`src/rtl/acc_dump_arbiter.sv`:
```
// acc_dump_arbiter
//   Two record channels, each with a 1-deep 256-bit holding register, share
//   one 32-bit dump port. A two-state FSM (IDLE/SEND) grants a pending channel
//   round-robin, copies its record into a shift register and emits eight
//   little-endian 32-bit words with valid/ready handshaking.
//
// Ports
//   clk_i, rst_n_i         clock; asynchronous active-low reset
//   pmt_scan_en_i          scan enable; low flushes pending records
//   ch0_latch_en_i/_i      channel 0 record strobe and 256-bit record
//   ch1_latch_en_i/_i      channel 1 record strobe and 256-bit record
//   dump_data_o            current word of the record being sent
//   dump_vld_o/dump_rdy_i  handshake; a word moves when both are high
//   dump_last_o            marks word 7
//   dump_ch_o              source channel of the record being sent
//   drop_cnt0_o/1_o        saturating per-channel dropped-record counts
//   busy_o                 sending, or a record is waiting
module acc_dump_arbiter #(
   parameter real TCQ = 0.1
) (
   input  logic         clk_i,
   input  logic         rst_n_i,
   input  logic         pmt_scan_en_i,
   input  logic         ch0_latch_en_i,
   input  logic [255:0] ch0_latch_i,
   input  logic         ch1_latch_en_i,
   input  logic [255:0] ch1_latch_i,
   output logic [31:0]  dump_data_o,
   output logic         dump_vld_o,
   input  logic         dump_rdy_i,
   output logic         dump_last_o,
   output logic         dump_ch_o,
   output logic [15:0]  drop_cnt0_o,
   output logic [15:0]  drop_cnt1_o,
   output logic         busy_o
);

   localparam int NUM_CH = 2;
   localparam int REC_W  = 256;
   localparam int WORD_W = 32;
   localparam int CNT_W  = 16;
   localparam int IDX_W  = 3;

   typedef enum logic {
      IDLE = 1'b0,
      SEND = 1'b1
   } state_t;

   // TCQ only shapes simulation timing in the reference model; the RTL keeps
   // zero-delay assignments. A negative value is meaningless.
   if (TCQ < 0.0) begin : g_tcq_neg
   end

   // Reset asserts asynchronously and releases on the first clock edge after
   // rst_n_i rises, so the first record can be captured on the second edge.
   logic rst_sync_n;

   always_ff @(posedge clk_i or negedge rst_n_i) begin
      if (!rst_n_i) rst_sync_n <= 1'b0;
      else          rst_sync_n <= 1'b1;
   end

   state_t                          state_q, state_d;
   logic [IDX_W-1:0]                idx_q;
   logic [REC_W-1:0]                shift_q;
   logic                            ch_q;
   logic                            last_grant_q;
   logic                            scan_q;
   logic                            scan_rise;

   logic [NUM_CH-1:0]               strobe;
   logic [NUM_CH-1:0][REC_W-1:0]    rec;
   logic [NUM_CH-1:0]               pending;
   logic [NUM_CH-1:0][REC_W-1:0]    hold;
   logic [NUM_CH-1:0][CNT_W-1:0]    drop_cnt;
   logic [NUM_CH-1:0]               grant;
   logic                            grant_vld;
   logic                            grant_ch;

   assign strobe = {ch1_latch_en_i, ch0_latch_en_i};
   assign rec    = {ch1_latch_i, ch0_latch_i};

   always_ff @(posedge clk_i or negedge rst_sync_n) begin
      if (!rst_sync_n) scan_q <= 1'b0;
      else             scan_q <= pmt_scan_en_i;
   end

   assign scan_rise = pmt_scan_en_i & ~scan_q;

   // Per-channel holding register, pending flag and drop counter. A channel
   // granted this cycle frees its slot in the same edge, so a strobe arriving
   // alongside the grant is kept rather than dropped.
   for (genvar c = 0; c < NUM_CH; c++) begin : g_ch
      logic             take;
      logic             drop;
      logic             pend_q;
      logic [REC_W-1:0] hold_q;
      logic [CNT_W-1:0] cnt_q;

      assign take = pmt_scan_en_i & strobe[c] & (~pend_q | grant[c]);
      assign drop = pmt_scan_en_i & strobe[c] & pend_q & ~grant[c];

      always_ff @(posedge clk_i or negedge rst_sync_n) begin
         if (!rst_sync_n) begin
            pend_q <= 1'b0;
            hold_q <= '0;
            cnt_q  <= '0;
         end else begin
            if (!pmt_scan_en_i) begin
               pend_q <= 1'b0;
            end else if (take) begin
               pend_q <= 1'b1;
               hold_q <= rec[c];
            end else if (grant[c]) begin
               pend_q <= 1'b0;
            end

            if (scan_rise)                  cnt_q <= '0;
            else if (drop && cnt_q != '1)   cnt_q <= cnt_q + CNT_W'(1);
         end
      end

      assign pending[c]  = pend_q;
      assign hold[c]     = hold_q;
      assign drop_cnt[c] = cnt_q;
   end

   // Arbitration plus FSM next-state and outputs. Grants are suppressed while
   // scanning is disabled since those records are being flushed anyway.
   always_comb begin
      grant_vld   = (state_q == IDLE) & pmt_scan_en_i & (|pending);
      grant_ch    = (&pending) ? ~last_grant_q : pending[1];
      grant       = '0;
      state_d     = state_q;
      dump_vld_o  = 1'b0;
      dump_last_o = 1'b0;
      dump_data_o = '0;

      if (grant_vld) grant[grant_ch] = 1'b1;

      case (state_q)
         IDLE: begin
            if (grant_vld) state_d = SEND;
         end
         SEND: begin
            dump_vld_o  = 1'b1;
            dump_data_o = shift_q[{idx_q, 5'd0} +: WORD_W];
            dump_last_o = (idx_q == 3'd7);
            if (dump_rdy_i && idx_q == 3'd7) state_d = IDLE;
         end
         default: state_d = IDLE;
      endcase
   end

   always_ff @(posedge clk_i or negedge rst_sync_n) begin
      if (!rst_sync_n) state_q <= IDLE;
      else             state_q <= state_d;
   end

   // Record datapath. idx wraps 7 -> 0 on the last transfer, leaving it ready
   // for the next grant.
   always_ff @(posedge clk_i or negedge rst_sync_n) begin
      if (!rst_sync_n) begin
         shift_q      <= '0;
         idx_q        <= '0;
         ch_q         <= 1'b0;
         last_grant_q <= 1'b1;
      end else if (grant_vld) begin
         shift_q      <= hold[grant_ch];
         idx_q        <= '0;
         ch_q         <= grant_ch;
         last_grant_q <= grant_ch;
      end else begin
         if (state_q == SEND && dump_rdy_i) idx_q <= idx_q + IDX_W'(1);
         if (scan_rise)                     last_grant_q <= 1'b1;
      end
   end

   assign dump_ch_o   = ch_q;
   assign drop_cnt0_o = drop_cnt[0];
   assign drop_cnt1_o = drop_cnt[1];
   assign busy_o      = (state_q == SEND) | (|pending);

endmodule

```
`config.mk`:
```
export PLATFORM = sky130hd
export DESIGN_NAME = acc_dump_arbiter
export DESIGN_NICKNAME = d
export VERILOG_FILES = /design/src/rtl/acc_dump_arbiter.sv
export SDC_FILE = /design/constraint.sdc
export NUM_CORES = 1
export LEC_CHECK = 0
export ABC_AREA = 1
export BUFFER_PORTS_ARGS = -buffer_cell sky130_fd_sc_hd__buf_2
export CORE_MARGIN = 4
export CORE_UTILIZATION = 57
export DETAILED_ROUTE_END_ITERATION = 16
export GPL_TIMING_DRIVEN = 0
export PLACE_DENSITY = 0.89
export SLEW_MARGIN = 25
export SYNTH_ARGS = -nofsm -noshare
export SYNTH_HDL_FRONTEND = slang
export SYNTH_SLANG_ARGS = --single-unit
```
`constraint.sdc`:
```
create_clock -name clk_i -period 33.8 [get_ports clk_i]
set_clock_uncertainty 0.15 [all_clocks]
set_input_delay 6.76 -clock clk_i [delete_from_list [all_inputs] [get_ports clk_i]]
set_output_delay 6.76 -clock clk_i [all_outputs]
set_load 0.005 [all_outputs]
```
==> results.md <==
- Post-CTS sizing: 0
- CTS sink cnt: 810
- Max_cap viols: 0
- Crit. End Element: output pin
- FF-to-FF End: g_ch[1].hold_q[125]
- Number of cells on the critical path: 7
- Core area: approximately 62,000 sq um
- Layout cells sized above 1: 17.2%
- Routed WL: 132 mm
- Vias per Instance: ~5.9
- Grt total ovfl: 0
- RSZ-0062 raised after global routing: false
- EDFF count, synth: 0
- Number of global-route vias before repair: between 30k and 40k
- Final number of hold-violating endpoints: 0
- Mapped cell area: 36,100 sq um
- Pins Over Slew Limit: 0
- Post-layout min period: 10.54 ns
- VDD IR max: 48.7 uV
- Die H: about 260 um
- Clk_lat worst skew: 0.63 ns
- Residual DRC: 0
- Root Buffer: clkbuf_16
- DIE WIDTH: roughly 260 um
- HPWL after DPL: 99.4 mm
- Power Density: 79.7 nW/um^2
- Worst Setup EP: dump_data_o[31]
- CTS tree: yes
- PortBufs: around 590
- Leakage power: 22.7 nW
- Final setup fails: 0
- Sequential area share after synthesis: 56.2%
- Placed cell count: 5,762
- Crit path kind: register to output pin
- Status: finished, final reports clean
- Register clock-pin slew on the reported worst setup and hold paths: approximately 0.06 ns
- CTS max path bufs: 3
- CP startpoint: idx_q[1]
- DR vias: about 35k
- Std cell rows: 91
- Worst-Margin Slew: 1.09 ns
- Global-route wire length before repair: around 190 mm
- Fin crit share: 31.2%
- Worst endpoint data arrival time: 3.63 ns
- GR Util All Layers: 38.2%
- Worst-case reg-to-reg path depth: 10
- WP buf/inv: 3
- Worst-path maximum fanout: 10
- Relative slew slack: 27.4%
- Synth-to-Final Area Change: 19.9%
- WP data required: roughly 27 ns
- Die area: 67,400 sq um
- CTS H-tree lvls: 3
- Synth Net Count: 4,845
- NumNets Final: 5,530
- Initial antenna violation count: 7
- Critical path, cell by cell: clkbuf_1, clkbuf_1, o21ai_0, o21ai_0, nor2_1, nor2_1, buf_2
- Reg2Reg Setup Slack: between 30 and 40 ns
- Antenna-violating nets left: 0
- First drt pass iteration count: 6
- Cell family with most CP delay: buffers and inverters
- Largest stage delay, worst path: roughly 0.76 ns
- CTS Buf Count: 81
- Pin count of the biggest net entering global routing: 58
- Non-Filler Instances: 5,917
- Fmax: 94.9 MHz
- WL per Instance: between 20 and 25 um
- HP Class: register to asynchronous set/reset pin
- Worst reg2reg startpoint: state_q
- Yosys warning total: 0
- Top FF cell, synth: dfrtp_1
- Hold_buf cts: 0
- Setup Buffers After CTS: 0
- Synth Area per Inst: roughly 8.3 sq um
- Startpoint types: register
- IO Pins: 586
- Gate Count Post-Synth: 4,323
- Starting DRC count in detailed routing: 3,943
- Placer Congestion: 1.00
- Yosys reg bits: 810
- Ys async rst share: 100%
- Synth unique cells: 29
- Starting Density: 58.1%
- Crit-path slowest cell: clkbuf_1
- Setup TNS: 0 ns
==> per-layer routing <==
metal | up-vias | GRT usage [%] | wire [um]
met5 | - | 0 | 19
met4 | 4 | 25.0 | 10600
met3 | 493 | 7.82 | 13100
met2 | 2177 | 60.8 | 60900
met1 | 16700 | 47.7 | 47100
li1 | 15500 | - | -
==> where the power goes <==
part / switching [mW] / internal, mW
clock network: 0.396 / 0.542
logic: 0.712 / 0.333
registers: 0.209 / 1.25
total: 1.32 / 2.13
==> worst min path at each step <==
stage / start / end / slack [ns] / cells past startpoint
6_report: rst_sync_n / g_ch[1].hold_q[217] / 0.15 / 0
5_1_grt: rst_sync_n / g_ch[1].hold_q[217] / 0.20 / 0
4_1_cts: rst_sync_n / g_ch[1].hold_q[217] / 0.17 / 0
3_5_place_dp: rst_sync_n / g_ch[1].hold_q[216] / 0.17 / 0
3_3_place_gp: g_ch[1].hold_q[15] / g_ch[1].hold_q[15] / 0.31 / 2
2_1_floorplan: g_ch[1].hold_q[0] / g_ch[1].hold_q[0] / 0.29 / 2
==> sequential cells by signal, indices dropped and copies added, names as in the netlist, 2 cells and up <==
| register | cells |
|---|---|
| shift_q | 256 |
| idx_q | 3 |
| g_ch.hold_q | 512 |
| g_ch.pend_q | 2 |
| drop_cnt0_o | 16 |
| drop_cnt1_o | 16 |
==> worst register-to-register path, cell delays in order (launching register included) <==
cell	delay, ns
dfrtp_1	0.37
buf_2	0.17
inv_1	0.16
nand2_1	0.13
nor2_4	0.21
nand3_2	0.29
nand2_2	0.28
buf_2	0.48
buf_2	0.30
nand3_1	0.21
nand2_1	0.13
==> cell usage in the layout (no fill, tap or decap), types with 3 or more instances in the layout <==
| cell | synthesis | routed |
|---|---|---|
| xnor2_1 | 3 | 3 |
| nor2_1 | 467 | 467 |
| ha_1 | 4 | 4 |
| inv_1 | 392 | 392 |
| xor2_1 | 9 | 9 |
| dfrtp_1 | 809 | 808 |
| clkbuf_1 | 168 | 180 |
| o21ai_0 | 239 | 239 |
| a21oi_1 | 178 | 178 |
| inv_6 | 0 | 5 |
| buf_2 | 112 | 697 |
| nand2_1 | 1077 | 1077 |
| buf_1 | 27 | 27 |
| buf_4 | 12 | 12 |
| buf_12 | 0 | 7 |
| nand4_1 | 90 | 90 |
| diode_2 | 0 | 7 |
| o221ai_1 | 174 | 174 |
| clkbuf_16 | 0 | 82 |
| buf_16 | 0 | 10 |
| clkinvlp_4 | 0 | 5 |
| clkbuf_8 | 0 | 21 |
| bufinv_16 | 0 | 6 |
| nand3_1 | 543 | 543 |
| clkinv_2 | 0 | 12 |
| nand2_2 | 4 | 4 |
==> logic make-up (layout without fill, tap and decap cells) <==
kind of cell / Yosys count / count (layout) / synth area share, %
simple gates: 2188 / 2188 / 25.4
flops: 810 / 810 / 56.2
buf+inv: 713 / 1463 / 7.93
compound gates: 595 / 595 / 10.1
xor+xnor: 12 / 12 / 0.291
fa+ha+maj: 4 / 4 / 0.139
other cells: 1 / 8 / 0.0104
==> cells in the mapped netlist (all sizes together), types with 4 or more instances <==
cell    count  share of area (%)
clkbuf    168                1.7
nand3     544                7.6
nor2      470                4.9
dfrtp     809                 56
o221ai    174                4.2
inv       393                4.1
xor2        9               0.22
a21oi     178                2.5
ha          4               0.14
nand4      90                1.6
nand2    1081                 11
buf       151                2.1
o21ai     240                3.3
==> layout make-up <==
class,count,area (sq um)
fillers,4803,18900
clock inverters,31,367
flip-flops and latches,810,20300
repair buffers,602,3340
inverters,394,1480
multi-input cells,2800,13000
diodes,7,17.5
well taps,837,1050
clock buffers,117,2390
plain buffers,319,1390
==> metrics by stage <==
stage          utilization [%]  instance area, sq um  setup WS [ns]  power [mW]  hold WS, ns
4_1_cts                   69.6                 43200          23.41        3.41        0.169
5_1_grt                   69.6                 43300          23.19        3.59        0.199
6_report                  69.6                 43300          23.26        3.45        0.148
2_1_floorplan                -                 36100           9.37        1.98        0.292
3_5_place_dp              65.1                 40500          24.06        2.47        0.167
3_3_place_gp              64.4                 40100           1.46        2.43        0.305
Note: power is estimated with default switching activity, not from simulation.
